[config.mk]
export PLATFORM = sky130hd
export DESIGN_NAME = regfile_cmd_master_flat
export DESIGN_NICKNAME = d
export VERILOG_FILES = /design/src/rtl/regfile_cmd_master_pkg.sv /design/src/rtl/regfile_cmd_master_if.sv /design/src/rtl/regfile_cmd_master.sv /design/src/flat_wrapper.sv
export SDC_FILE = /design/constraint.sdc
export NUM_CORES = 1
export LEC_CHECK = 0
export CORE_MARGIN = 2
export CORE_UTILIZATION = 48
export CTS_CLUSTER_DIAMETER = 150
export CTS_CLUSTER_SIZE = 8
export DETAILED_ROUTE_END_ITERATION = 10
export PLACE_DENSITY = 0.81
export SLEW_MARGIN = 40
export SYNTH_ARGS = -nofsm -noshare
export SYNTH_HDL_FRONTEND = slang
export SYNTH_SLANG_ARGS = --single-unit
[constraint.sdc]
create_clock -name clock -period 4.93 [get_ports clock]
set_clock_uncertainty 0.05 [all_clocks]
set_input_delay 0.493 -clock clock [delete_from_list [all_inputs] [get_ports clock]]
set_output_delay 0.493 -clock clock [all_outputs]
set_load 0.05 [all_outputs]
[src/rtl/regfile_cmd_master_pkg.sv]
// Shared definitions for the register-file command initiator.
// Provides the datapath widths, the host opcodes and the FSM state
// encoding used by regfile_cmd_master and its command interface.
package regfile_cmd_master_pkg;

  localparam int REG_W  = 16;
  localparam int ADDR_W = 4;

  // Host opcodes
  localparam logic [1:0] OP_WRITE = 2'd0;
  localparam logic [1:0] OP_READ  = 2'd1;
  localparam logic [1:0] OP_COPY  = 2'd2;
  localparam logic [1:0] OP_SWAP  = 2'd3;

  // FSM state encoding (kept as plain constants for legacy tools)
  typedef logic [2:0] state_t;
  localparam state_t ST_IDLE    = 3'd0;
  localparam state_t ST_FETCH   = 3'd1;
  localparam state_t ST_CAPTURE = 3'd2;
  localparam state_t ST_WR      = 3'd3;
  localparam state_t ST_WR2     = 3'd4;
  localparam state_t ST_RESP    = 3'd5;

endpackage

[src/rtl/regfile_cmd_master_if.sv]
// Host-side command/response channel of regfile_cmd_master.
//   cmd_*  : command channel (valid/ready), host -> initiator
//   rsp_*  : read-response channel (valid/ready), initiator -> host
// Modports: master = host side, slave = regfile_cmd_master side.
interface regfile_cmd_master_if;
  import regfile_cmd_master_pkg::*;

  logic              cmd_valid;
  logic              cmd_ready;
  logic [1:0]        cmd_op;
  logic [ADDR_W-1:0] cmd_addr_a;
  logic [ADDR_W-1:0] cmd_addr_b;
  logic [REG_W-1:0]  cmd_data;
  logic              rsp_valid;
  logic              rsp_ready;
  logic [REG_W-1:0]  rsp_data;

  modport master (
    output cmd_valid, cmd_op, cmd_addr_a, cmd_addr_b, cmd_data, rsp_ready,
    input  cmd_ready, rsp_valid, rsp_data
  );

  modport slave (
    input  cmd_valid, cmd_op, cmd_addr_a, cmd_addr_b, cmd_data, rsp_ready,
    output cmd_ready, rsp_valid, rsp_data
  );

endinterface

[src/rtl/regfile_cmd_master.sv]
// Command-driven initiator for the 16x16 register file.
// Accepts WRITE/READ/COPY/SWAP commands from a host and sequences the
// register file's write port (rf_write/rf_DA/rf_D) and read ports
// (rf_AA/rf_BA, 1-cycle registered data on rf_A/rf_B). READ results are
// returned on the response channel. All outputs are registered.
// Ports:
//   clock, reset : clock and synchronous active-high reset
//   cmd_if       : command/response channel (slave modport)
//   rf_*         : register file write port, read addresses and read data
module regfile_cmd_master
  import regfile_cmd_master_pkg::*;
(
  input  logic                       clock,
  input  logic                       reset,
  regfile_cmd_master_if.slave        cmd_if,
  output logic                       rf_write,
  output logic [ADDR_W-1:0]          rf_DA,
  output logic [REG_W-1:0]           rf_D,
  output logic [ADDR_W-1:0]          rf_AA,
  output logic [ADDR_W-1:0]          rf_BA,
  input  logic [REG_W-1:0]           rf_A,
  input  logic [REG_W-1:0]           rf_B
);

  state_t            state_r;
  logic [1:0]        op_r;
  logic [ADDR_W-1:0] addr_a_r;
  logic [ADDR_W-1:0] addr_b_r;
  logic [REG_W-1:0]  tmp_r;
  logic              cmd_ready_r;
  logic              rsp_valid_r;
  logic [REG_W-1:0]  rsp_data_r;
  logic              rf_write_r;
  logic [ADDR_W-1:0] rf_da_r;
  logic [REG_W-1:0]  rf_d_r;
  logic [ADDR_W-1:0] rf_aa_r;
  logic [ADDR_W-1:0] rf_ba_r;

  assign cmd_if.cmd_ready = cmd_ready_r;
  assign cmd_if.rsp_valid = rsp_valid_r;
  assign cmd_if.rsp_data  = rsp_data_r;
  assign rf_write         = rf_write_r;
  assign rf_DA            = rf_da_r;
  assign rf_D             = rf_d_r;
  assign rf_AA            = rf_aa_r;
  assign rf_BA            = rf_ba_r;

  // Command FSM with registered outputs; reset aborts any operation in flight.
  always_ff @(posedge clock) begin
    if (reset) begin
      state_r     <= ST_IDLE;
      op_r        <= OP_WRITE;
      addr_a_r    <= 4'd0;
      addr_b_r    <= 4'd0;
      tmp_r       <= 16'd0;
      cmd_ready_r <= 1'b1;
      rsp_valid_r <= 1'b0;
      rsp_data_r  <= 16'd0;
      rf_write_r  <= 1'b0;
      rf_da_r     <= 4'd0;
      rf_d_r      <= 16'd0;
      rf_aa_r     <= 4'd0;
      rf_ba_r     <= 4'd0;
    end else begin
      case (state_r)
        ST_IDLE: begin
          if (cmd_if.cmd_valid && cmd_ready_r) begin
            // Latch the whole command so later input changes are ignored.
            op_r        <= cmd_if.cmd_op;
            addr_a_r    <= cmd_if.cmd_addr_a;
            addr_b_r    <= cmd_if.cmd_addr_b;
            cmd_ready_r <= 1'b0;
            case (cmd_if.cmd_op)
              OP_WRITE: begin
                rf_write_r <= 1'b1;
                rf_da_r    <= cmd_if.cmd_addr_a;
                rf_d_r     <= cmd_if.cmd_data;
                state_r    <= ST_WR;
              end
              OP_SWAP: begin
                rf_aa_r <= cmd_if.cmd_addr_a;
                rf_ba_r <= cmd_if.cmd_addr_b;
                state_r <= ST_FETCH;
              end
              default: begin
                // READ and COPY only need port A.
                rf_aa_r <= cmd_if.cmd_addr_a;
                state_r <= ST_FETCH;
              end
            endcase
          end
        end
        ST_FETCH: begin
          // Read address presented; data appears on rf_A/rf_B after this edge.
          state_r <= ST_CAPTURE;
        end
        ST_CAPTURE: begin
          case (op_r)
            OP_READ: begin
              rsp_data_r  <= rf_A;
              rsp_valid_r <= 1'b1;
              state_r     <= ST_RESP;
            end
            OP_COPY: begin
              rf_write_r <= 1'b1;
              rf_da_r    <= addr_b_r;
              rf_d_r     <= rf_A;
              state_r    <= ST_WR;
            end
            OP_SWAP: begin
              // rf_A will show the overwritten value next cycle, so keep a copy.
              rf_write_r <= 1'b1;
              rf_da_r    <= addr_a_r;
              rf_d_r     <= rf_B;
              tmp_r      <= rf_A;
              state_r    <= ST_WR2;
            end
            default: begin
              cmd_ready_r <= 1'b1;
              state_r     <= ST_IDLE;
            end
          endcase
        end
        ST_WR2: begin
          // Second SWAP write; rf_write stays asserted.
          rf_da_r <= addr_b_r;
          rf_d_r  <= tmp_r;
          state_r <= ST_WR;
        end
        ST_WR: begin
          rf_write_r  <= 1'b0;
          cmd_ready_r <= 1'b1;
          state_r     <= ST_IDLE;
        end
        ST_RESP: begin
          if (cmd_if.rsp_ready) begin
            rsp_valid_r <= 1'b0;
            cmd_ready_r <= 1'b1;
            state_r     <= ST_IDLE;
          end
        end
        default: begin
          rf_write_r  <= 1'b0;
          rsp_valid_r <= 1'b0;
          cmd_ready_r <= 1'b1;
          state_r     <= ST_IDLE;
        end
      endcase
    end
  end

endmodule

[src/flat_wrapper.sv]
// flat-port wrapper written by rule: the top's interface ports become plain ports
module regfile_cmd_master_flat import regfile_cmd_master_pkg::*;
  (clock, reset, rf_write, rf_DA, rf_D, rf_AA, rf_BA, rf_A, rf_B, cmd_if_cmd_valid, cmd_if_cmd_op, cmd_if_cmd_addr_a, cmd_if_cmd_addr_b, cmd_if_cmd_data, cmd_if_rsp_ready, cmd_if_cmd_ready, cmd_if_rsp_valid, cmd_if_rsp_data);
  regfile_cmd_master_if cmd_if_i ();
  input  logic clock;
  input  logic reset;
  output logic rf_write;
  output logic [ADDR_W-1:0] rf_DA;
  output logic [REG_W-1:0] rf_D;
  output logic [ADDR_W-1:0] rf_AA;
  output logic [ADDR_W-1:0] rf_BA;
  input  logic [REG_W-1:0] rf_A;
  input  logic [REG_W-1:0] rf_B;
  input wire logic [$bits(cmd_if_i.cmd_valid)-1:0] cmd_if_cmd_valid;
  input wire logic [$bits(cmd_if_i.cmd_op)-1:0] cmd_if_cmd_op;
  input wire logic [$bits(cmd_if_i.cmd_addr_a)-1:0] cmd_if_cmd_addr_a;
  input wire logic [$bits(cmd_if_i.cmd_addr_b)-1:0] cmd_if_cmd_addr_b;
  input wire logic [$bits(cmd_if_i.cmd_data)-1:0] cmd_if_cmd_data;
  input wire logic [$bits(cmd_if_i.rsp_ready)-1:0] cmd_if_rsp_ready;
  output wire logic [$bits(cmd_if_i.cmd_ready)-1:0] cmd_if_cmd_ready;
  output wire logic [$bits(cmd_if_i.rsp_valid)-1:0] cmd_if_rsp_valid;
  output wire logic [$bits(cmd_if_i.rsp_data)-1:0] cmd_if_rsp_data;
  assign cmd_if_i.cmd_valid = cmd_if_cmd_valid;
  assign cmd_if_i.cmd_op = cmd_if_cmd_op;
  assign cmd_if_i.cmd_addr_a = cmd_if_cmd_addr_a;
  assign cmd_if_i.cmd_addr_b = cmd_if_cmd_addr_b;
  assign cmd_if_i.cmd_data = cmd_if_cmd_data;
  assign cmd_if_i.rsp_ready = cmd_if_rsp_ready;
  assign cmd_if_cmd_ready = cmd_if_i.cmd_ready;
  assign cmd_if_rsp_valid = cmd_if_i.rsp_valid;
  assign cmd_if_rsp_data = cmd_if_i.rsp_data;
  regfile_cmd_master u_core (.clock(clock), .reset(reset), .cmd_if(cmd_if_i), .rf_write(rf_write), .rf_DA(rf_DA), .rf_D(rf_D), .rf_AA(rf_AA), .rf_BA(rf_BA), .rf_A(rf_A), .rf_B(rf_B));
endmodule
==> impl_metrics.ini <==
[critical_path]
setup.worst_path.end_class = flip-flop
crit_required_ps = 5180
rr_worst_depth = 5
crit_fanout = 41
crit_type = flip-flop to flip-flop
arrival_ps = 2960
worst_setup_path_start_kind = flip-flop

[cts]
cts_resized = 0
tritoncts = yes
cts_root_buffer = clkbuf_8
clk_path_buf_depth = 2
cts_setup_buffers = 0
path_clk_slew_ps = 80
clock-sinks = 76
cts_hold_buf = 0
cts_buffers = 9
clk-insertion-delay-late_ps = 350
htree_num_levels = 3

[route]
vias = 3816
wire_per_inst_um = 17.2
routed_via_density = 5.88
drt_iter0_markers = 280
drc = 0
wl_um = 11200
first_pass_iters = 5
drtAntennaViolNets = 0

[grt]
grt_pass1_vias = 3691
antenna_found_initial = 0
grt_max_degree = 42
grt_pass1_wl_um = 18400
track_usage = 0.267
grt-ovfl-total = 0

[sta]
finalHoldViolCount = 0
worst_pin_slew_ps = 810
fmax_mhz = 369
max_slew_margin = 0.460
min_period_over_period = 0.549
setup_viol = 0
min_period_ps = 2710
rsz0062_at_grt = false
setup_ws_ps = 2220
finalSetupTns_ps = 0
slew_violations = 0

[place]
portBuffers = 108
dpl.hpwl_um = 7710
pre_cts_ws_ps = 2320
gp_congestion = 0.930

[floorplan]
core_sq_um = 7690
die_w_um = 92.8
die_h_um = 92.8
initial_core_util = 0.492
ios = 109
rows = 32
die_area_sq_um = 8610

[power_and_ir_drop]
p_total_w = 0.00143
irDropWorstVdd_mv = 0.168
powerDensity_nw_per_um2 = 282
p_leak_nw = 1.66

[outcome]
status = completed

[logic_synthesis]
synth_common_cells = 87 x nand2_1, 76 x dfxtp_1, 44 x a21oi_1
syn_inst = 457
synth-edff-count = 0
ys_top_cells_by_area = dfxtp_1 40%, mux2i_1 9.3%, nand2_1 8.6%
seq_area_frac_synth = 0.402
synth_top_area_share = 0.402
yosysWarnings = 0
synthDistinctLibCells = 39
avgSynthCellArea_sq_um = 8.28
async_reset_ff_frac = 0
ys_ff_latch = 76
synth_most_common_cell = nand2_1
synth_largest_area_cell = dfxtp_1
syn_area_sq_um = 3780
syn_nets = 525
ys.flop_type = dfxtp_1

[job]
max_cap_viol_count = 0

[finish]
areaGrowthSynthToFinish_pct = 33.5
diodes = 0
nets = 610
drive_gt1_frac = 0.0622

[hold_path]
hold_depth = 2
holdCritPathClass = flip-flop to flip-flop
-- kinds of logic (layout without fill, tap and decap cells) --
group | after synthesis | count (layout) | synth area share
compound gates | 137 | 137 | 0.241
fa+ha+maj | 6 | 6 | 0.0198
buf+inv | 46 | 136 | 0.0542
flops | 76 | 76 | 0.402
mux | 36 | 36 | 0.0956
simple gates | 156 | 156 | 0.187
-- final cells by class --
class | count | area [sq um]
fillers | 641 | 2640
multi-input cells | 335 | 2060
flip-flops and latches | 76 | 1520
repair buffers | 114 | 1120
clock buffers | 10 | 138
well taps | 102 | 128
clock inverters | 6 | 62.6
inverters | 6 | 22.5
-- worst max-delay path, cell delays in order (launching register included) --
cell and delay, ps:
dfxtp_1 300, buf_4 250, inv_1 640, nand4_4 320, a311oi_4 800, a32o_1 280
-- metal layers --
layer / global-route usage / up-vias / routed length, um
met5: 0 / - / 0
met4: 0.112 / 0 / 247
met3: 0.0464 / 24 / 825
met2: 0.442 / 183 / 5480
met1: 0.344 / 1806 / 4610
li1: - / 1803 / -
-- power breakdown --
group	switching, W	total, W	internal [W]
registers	0.0000177	0.000653	0.000635
clock network	0.000239	0.000486	0.000248
logic	0.000165	0.000287	0.000122
-- layout by cell type, fill, tap and decap left out, types with 2 or more instances in the layout --
cell / Yosys / layout
nor2b_1: 6 / 6
ha_1: 6 / 5
nand2_1: 87 / 87
and3_1: 3 / 3
a311o_1: 4 / 4
o21ai_0: 38 / 38
nand3_1: 18 / 18
a2bb2oi_1: 3 / 3
clkinv_2: 0 / 3
clkdlybuf4s50_1: 0 / 107
buf_4: 3 / 6
inv_1: 6 / 6
a32o_1: 16 / 16
a221oi_1: 6 / 6
mux2i_1: 35 / 35
a211oi_1: 2 / 2
nor4_4: 2 / 2
nor3_1: 2 / 2
a21oi_1: 44 / 44
clkbuf_8: 0 / 10
o211ai_1: 16 / 16
dfxtp_1: 76 / 76
nor2_2: 2 / 2
nor2_1: 31 / 31
-- per-stage QoR --
stage / std cells / utilization / hold slack, ps / cell area (sq um)
CTS: 649 / 0.657 / 409 / 5050
global route: 649 / 0.657 / 428 / 5050
global placement: 633 / 0.631 / 393 / 4850
detailed placement: 633 / 0.631 / 397 / 4850
floorplan: 457 / - / 387 / 3780
finish: 649 / 0.657 / 407 / 5050
-- registers in the layout (all words and copies together) (netlist names), 2 cells and up --
name,flops
u_core.rf_BA,4
u_core.rf_D,16
u_core.addr_a_r,4
u_core.op_r,2
u_core.state_r,3
u_core.cmd_if.rsp_data,16
u_core.rf_DA,4
u_core.tmp_r,16
u_core.addr_b_r,4
u_core.rf_AA,4
-- final timing paths --
check | from | to | slack (ps)
max | u_core.state_r[1] | u_core.rf_D[9] | 2220
min | u_core.cmd_if.rsp_data[11] | u_core.cmd_if.rsp_data[11] | 410
max reg2reg | u_core.state_r[1] | u_core.rf_D[9] | 2220
min reg2reg | u_core.cmd_if.rsp_data[11] | u_core.cmd_if.rsp_data[11] | 410
No activity file was read; power rests on OpenSTA's default activity.
